**config.mk**
```make
export PLATFORM = sky130hd
export DESIGN_NAME = reg_file_flat
export DESIGN_NICKNAME = d
export VERILOG_FILES = /design/src/rtl/riscv_pkg.sv /design/src/rtl/reg_file_if.sv /design/src/rtl/rf_read_port.sv /design/src/rtl/reg_file.sv /design/src/flat_wrapper.sv
export SDC_FILE = /design/constraint.sdc
export NUM_CORES = 2
export LEC_CHECK = 0
export CAP_MARGIN = 40
export CORE_ASPECT_RATIO = 2
export CORE_MARGIN = 8
export CORE_UTILIZATION = 50
export DETAILED_ROUTE_END_ITERATION = 7
export PLACE_DENSITY = 0.65
export SLEW_MARGIN = 0
export SYNTH_ARGS = -nofsm -noshare
export SYNTH_HDL_FRONTEND = slang
export SYNTH_SLANG_ARGS = --single-unit
```
**constraint.sdc**
```tcl
create_clock -name clk -period 1.9 [get_ports clk]
set_input_delay 0.19 -clock clk [delete_from_list [all_inputs] [get_ports clk]]
set_output_delay 0.19 -clock clk [all_outputs]
set_load 0.03 [all_outputs]
```
**src/rtl/riscv_pkg.sv**
```systemverilog
// riscv_pkg: architectural constants and types shared across the core.
//  - XLEN       : integer register / datapath width
//  - REG_ADDR_W : register specifier width (rs1/rs2/rd)
//  - NUM_REGS   : number of architectural integer registers (2**REG_ADDR_W)
//  - REG_ZERO   : the hard-wired zero register x0
package riscv_pkg;
  localparam int XLEN       = 32;
  localparam int REG_ADDR_W = 5;
  localparam int NUM_REGS   = 32;

  localparam logic [REG_ADDR_W-1:0] REG_ZERO = 5'd0;

  typedef logic [XLEN-1:0]       word_t;
  typedef logic [REG_ADDR_W-1:0] reg_addr_t;
endpackage

```
**src/rtl/reg_file_if.sv**
```systemverilog
// reg_file_if: bundle of the register-file access signals.
//  - A1/A2  : read addresses (rs1/rs2), RD1/RD2 : read data, combinational
//  - A3/WD3/WE3 : write address, data and enable, captured on the rising clock
// Timing contract: there is no valid/ready handshake. Reads are pure
// combinational lookups; a write is a one-cycle command that takes effect at
// the rising edge on which WE3 is sampled high.
// Modports: master = core datapath (drives addresses/write), slave = reg_file.
interface reg_file_if;
  import riscv_pkg::*;

  reg_addr_t A1;
  reg_addr_t A2;
  reg_addr_t A3;
  word_t     WD3;
  logic      WE3;
  word_t     RD1;
  word_t     RD2;

  modport master (output A1, A2, A3, WD3, WE3, input RD1, RD2);
  modport slave  (input A1, A2, A3, WD3, WE3, output RD1, RD2);
endinterface

```
**src/rtl/rf_read_port.sv**
```systemverilog
// rf_read_port: one combinational read port of the integer register file.
//  - addr      : register to read; x0 is forced to zero
//  - regs      : stored registers x1..x(NREGS-1)
//  - reset, we, wa, wd : current-cycle write command, used only for forwarding
//  - rd        : read data
// Macro REGFILE_BYPASS_EN: when defined, a write to the same register in the
// same cycle is forwarded to rd (suppressed during reset). When undefined the
// port returns the stored value, so read-during-write sees the old data.
module rf_read_port #(
  parameter int XLEN  = riscv_pkg::XLEN,
  parameter int NREGS = riscv_pkg::NUM_REGS,
  parameter int AW    = riscv_pkg::REG_ADDR_W
) (
  input  logic            reset,
  input  logic [AW-1:0]   addr,
  input  logic [XLEN-1:0] regs [1:NREGS-1],
  input  logic            we,
  input  logic [AW-1:0]   wa,
  input  logic [XLEN-1:0] wd,
  output logic [XLEN-1:0] rd
);

`ifdef REGFILE_BYPASS_EN
  always_comb begin
    rd = '0;
    if (addr != '0) begin
      rd = regs[addr];
      // wa==addr and addr!=0 together imply the write is not to x0.
      if (!reset && we && (wa == addr)) begin
        rd = wd;
      end
    end
  end
`else
  always_comb begin
    rd = '0;
    if (addr != '0) begin
      rd = regs[addr];
    end
  end

  // Write-side inputs exist only to keep one port list for both builds.
  logic unused_bypass;
  assign unused_bypass = &{1'b0, reset, we, wa, wd};
`endif

endmodule

```
**src/rtl/reg_file.sv**
```systemverilog
// reg_file: 32 x 32-bit RISC-V integer register file, 2 async reads, 1 sync write.
//  - clk   : core clock, all updates on rising edge
//  - reset : synchronous active-high; clears x1..x31 and wins over a write
//  - bus   : reg_file_if slave (A1/A2 -> RD1/RD2, A3/WD3/WE3 write)
// x0 has no storage; it always reads 0 and writes to it are dropped.
// Macro REGFILE_BYPASS_EN enables same-cycle write-to-read forwarding in the
// read ports; the storage and write path are the same in both builds.
// The interface carries riscv_pkg widths, so XLEN/AW must stay at the
// package values when the interface is used.
module reg_file #(
  parameter int XLEN  = riscv_pkg::XLEN,
  parameter int NREGS = riscv_pkg::NUM_REGS,
  parameter int AW    = riscv_pkg::REG_ADDR_W
) (
  input  logic       clk,
  input  logic       reset,
  reg_file_if.slave  bus
);

  logic [XLEN-1:0] regs [1:NREGS-1];

  always_ff @(posedge clk) begin
    if (reset) begin
      for (int i = 1; i < NREGS; i++) begin
        regs[i] <= '0;
      end
    end else if (bus.WE3 && (bus.A3 != '0)) begin
      regs[bus.A3] <= bus.WD3;
    end
  end

  rf_read_port #(.XLEN(XLEN), .NREGS(NREGS), .AW(AW)) u_rd1 (
    .reset (reset),
    .addr  (bus.A1),
    .regs  (regs),
    .we    (bus.WE3),
    .wa    (bus.A3),
    .wd    (bus.WD3),
    .rd    (bus.RD1)
  );

  rf_read_port #(.XLEN(XLEN), .NREGS(NREGS), .AW(AW)) u_rd2 (
    .reset (reset),
    .addr  (bus.A2),
    .regs  (regs),
    .we    (bus.WE3),
    .wa    (bus.A3),
    .wd    (bus.WD3),
    .rd    (bus.RD2)
  );

endmodule

```
**src/flat_wrapper.sv**
```systemverilog
// flat-port wrapper written by rule: the top's interface ports become plain ports
module reg_file_flat 
#(
  parameter int XLEN  = riscv_pkg::XLEN,
  parameter int NREGS = riscv_pkg::NUM_REGS,
  parameter int AW    = riscv_pkg::REG_ADDR_W
)
  (clk, reset, bus_A1, bus_A2, bus_A3, bus_WD3, bus_WE3, bus_RD1, bus_RD2);
  reg_file_if bus_i ();
  input  logic clk;
  input  logic reset;
  input wire logic [$bits(bus_i.A1)-1:0] bus_A1;
  input wire logic [$bits(bus_i.A2)-1:0] bus_A2;
  input wire logic [$bits(bus_i.A3)-1:0] bus_A3;
  input wire logic [$bits(bus_i.WD3)-1:0] bus_WD3;
  input wire logic [$bits(bus_i.WE3)-1:0] bus_WE3;
  output wire logic [$bits(bus_i.RD1)-1:0] bus_RD1;
  output wire logic [$bits(bus_i.RD2)-1:0] bus_RD2;
  assign bus_i.A1 = bus_A1;
  assign bus_i.A2 = bus_A2;
  assign bus_i.A3 = bus_A3;
  assign bus_i.WD3 = bus_WD3;
  assign bus_i.WE3 = bus_WE3;
  assign bus_RD1 = bus_i.RD1;
  assign bus_RD2 = bus_i.RD2;
  reg_file #(.XLEN(XLEN), .NREGS(NREGS), .AW(AW)) u_core (.clk(clk), .reset(reset), .bus(bus_i));
endmodule
```
==> metrics.yaml <==
synthesis:
  yosys.area_share.simple_pct: 18.2
  synth_top_family_by_area: "multiplexers"
  synth-adder-area-share_pct: 0
  synth_ff_type: "dfxtp_1"
  yosysUniqueCellTypes: 39
  netlist_instances: 5888
  yosys.area.top_type: "dfxtp_1"
  synthTopCellsByArea: "dfxtp_1 (40%), nand2_1 (15%), mux4_2 (15%)"
  syn_area_per_cell_um2: 8.53
  ys_seq_area_share_pct: 39.5
  synthXorXnorAreaFrac_pct: 0
  synth-compound-area-share_pct: 14.4
  muxShareOfSynthArea_pct: 22.3
  synthesis.nets: 5938
  ys.warnings.count: 0
  ys_ff_latch: 992
  synth_edf_count: 0
  async_flop_share_pct: 0
  netlist_area_mm2: 0.0502
  synth_top_cell_area_share_pct: 39.5
finish:
  syn2layout_area_growth_pct: 27.5
  largestRegisters: "u_core.regs (992)"
  drive_gt1_share_pct: 28.2
  nNetsFinal: 6223
  regMostFlops: "u_core.regs"
  n_fill_cell: 8192
  fin_cells: 7572
  largest_register_ffs: 992
clocking:
  clk_path_buf_depth: 3
  clock_sinks: 992
  root_buffer: "clkbuf_16"
  insertion_delay_ns: 0.72
  clkTransAtPathRegs_ns: 0.07
  cts_buffers: 89
  cts.htree.levels: 3
  cts_tree: "yes"
worst_setup_path:
  cp_max_fo: 2
  r2r_setup_slack_ns: 1.10
  r2r_cells: 4
  regToRegEndpoint: "u_core.regs[248]$_SDFFE_PP0P_"
  critPathRequiredTime_ns: 1.71
  end_kind: "output port"
  critPathArrivalTime_ns: 2.78
  timing.rr.start: "u_core.regs[248]$_SDFFE_PP0P_"
  path_class: "reg2out"
  critPathLaunchType: "flip-flop"
die:
  dieArea_mm2: 0.111
  die_x_um: 240
  ios: 114
  rows: 164
  core_mm2: 0.0997
  start_util_pct: 50.4
  die_h_um: 464
placement:
  dpl.hpwl_um: 158000
  io_buffers: 113
  preCtsSetupSlack_ns: -0.785
  gp_congestion: 1.00
  dp.cells: 7396
status:
  status: "finished with violations"
  violations: "setup timing"
route:
  viasPerCell: 6.71
  drt_first_pass_iters: 6
  wl_um: 235000
  postRouteAntennaNets: 0
  drt_iter0_markers: 6429
  drc: 0
  wl_per_cell_um: 31.1
  vias: 50800
sta:
  drv_slew: 0
  rsz0062_at_grt: "true"
  tightest_slew_ns: 0.744
  setup_viol: 64
  hold_viol: 0
  post-route-min-period_ns: 2.97
  period_share_pct: 156
  fmax_mhz: 337
  slew_headroom_pct: 50.3
  setup_tns_ns: -34.67
  setup_ws_ns: -1.07
  fin_skew_ns: 0
global_route:
  grt_pass1_vias: 50400
  grt_usage_pct: 41.3
  antenna_found_initial: 4
  grt_start_max_net_pins: 116
  overflow: 0
  grt_pass1_wl_um: 337000
worst_hold_path:
  min_to: "u_core.regs[891]$_SDFFE_PP0P_"
  min_from: "bus_WD3[27]"
  hp-class: "in2reg"
  hold_depth: 4
run:
  cap_violations: 0
power_and_ir_drop:
  p_total_w: 0.0463
  max-vdd-ir-drop_mv: 0.904
  leakagePower_nw: 22.4
  power.density_mw_per_mm2: 722
## per-layer routing
metal / global-route usage, % / part of all wire (%)
met1: 44.1 / 31
met2: 64.7 / 45
met3: 11.5 / 12
met4: 39.2 / 12
met5: 0 / 0.0047
## Yosys cell counts (52+ instances only)
cell type and count:
a21oi_1 1002, a22oi_1 123, buf_1 81, buf_2 134, buf_4 52, clkbuf_1 320, dfxtp_1 992, mux2_2 96
mux2i_1 264, mux4_2 332, nand2_1 2032, nor2_1 80, o22ai_1 76
## worst max-delay path by stage
| stage | start | to | slack (ns) | cells after the start |
|---|---|---|---|---|
| after floorplan | bus_A2[0] | bus_RD2[19] | -0.002 | 6 |
| after global placement | bus_A2[1] | bus_RD2[3] | -0.79 | 9 |
| after detailed placement | bus_A2[1] | bus_RD2[3] | -0.78 | 9 |
| after CTS | u_core.regs[771]$_SDFFE_PP0P_ | bus_RD2[3] | -0.99 | 6 |
| after global routing | u_core.regs[771]$_SDFFE_PP0P_ | bus_RD2[3] | -1.01 | 6 |
| final | u_core.regs[771]$_SDFFE_PP0P_ | bus_RD2[3] | -1.07 | 6 |
## worst max-delay path, stage by stage, from the launching register on
cell	delay (ns)
dfxtp_2	0.32
mux4_2	0.47
nor2_1	0.11
nor3_1	0.06
nand4b_1	0.59
buf_4	0.36
buf_12	0.13
## cells in the final DEF, fill, tap and decap left out, drive strengths merged, types with 33 or more instances in the layout
| cell | n |
|---|---|
| mux4 | 332 |
| nor2 | 82 |
| clkbuf | 134 |
| a22oi | 123 |
| mux2i | 264 |
| nand2 | 2033 |
| clkdlybuf4s50 | 41 |
| buf | 758 |
| a21oi | 1002 |
| nand4 | 33 |
| mux2 | 96 |
| nor3 | 41 |
| nand3 | 43 |
| dfxtp | 992 |
| o22ai | 96 |
## final cells by class
class                           count  area (um^2)  area share, %
Clock buffer                      133         2720           4.24
Tap cell                         1328         1660           2.59
Clock inverter                     27          284          0.443
Multi-Input combinational cell   4288        29100           45.5
Sequential cell                   992        20100           31.4
Inverter                            1         3.75        0.00586
Timing Repair Buffer              801        10100           15.8
Antenna cell                        2         5.00        0.00781
## where the power goes
part	internal [W]	switching, W
logic	0.00243	0.00361
clock network	0.0106	0.00860
registers	0.0209	0.000128
total	0.0339	0.0123
## cells by family (layout without fill, tap and decap cells)
group                  after synthesis  count (layout)
and+or+nand+nor                   2311            2311
AOI/OAI and AO/OA                 1285            1285
DFF                                992             992
muxes                              692             692
buffers and inverters              608             962
other                                0               2
## stage by stage
stage               hold slack, ns  util, %  instance area (um^2)
global route                 0.302     64.2                 64100
global placement             0.450     59.6                 59500
detailed placement           0.459     59.6                 59500
finish                       0.291     64.2                 64100
floorplan                    0.326        -                 50400
CTS                          0.270     63.8                 63600
## timing repair
item	4_1_cts	5_1_grt
gates resized for setup	330	137
setup endpoints to repair	64	64
hold buffers	1	0
pin swaps	82	51
hold endpoints to repair	18	0
buffers inserted	24	1
(Power assumes the default switching activity.)
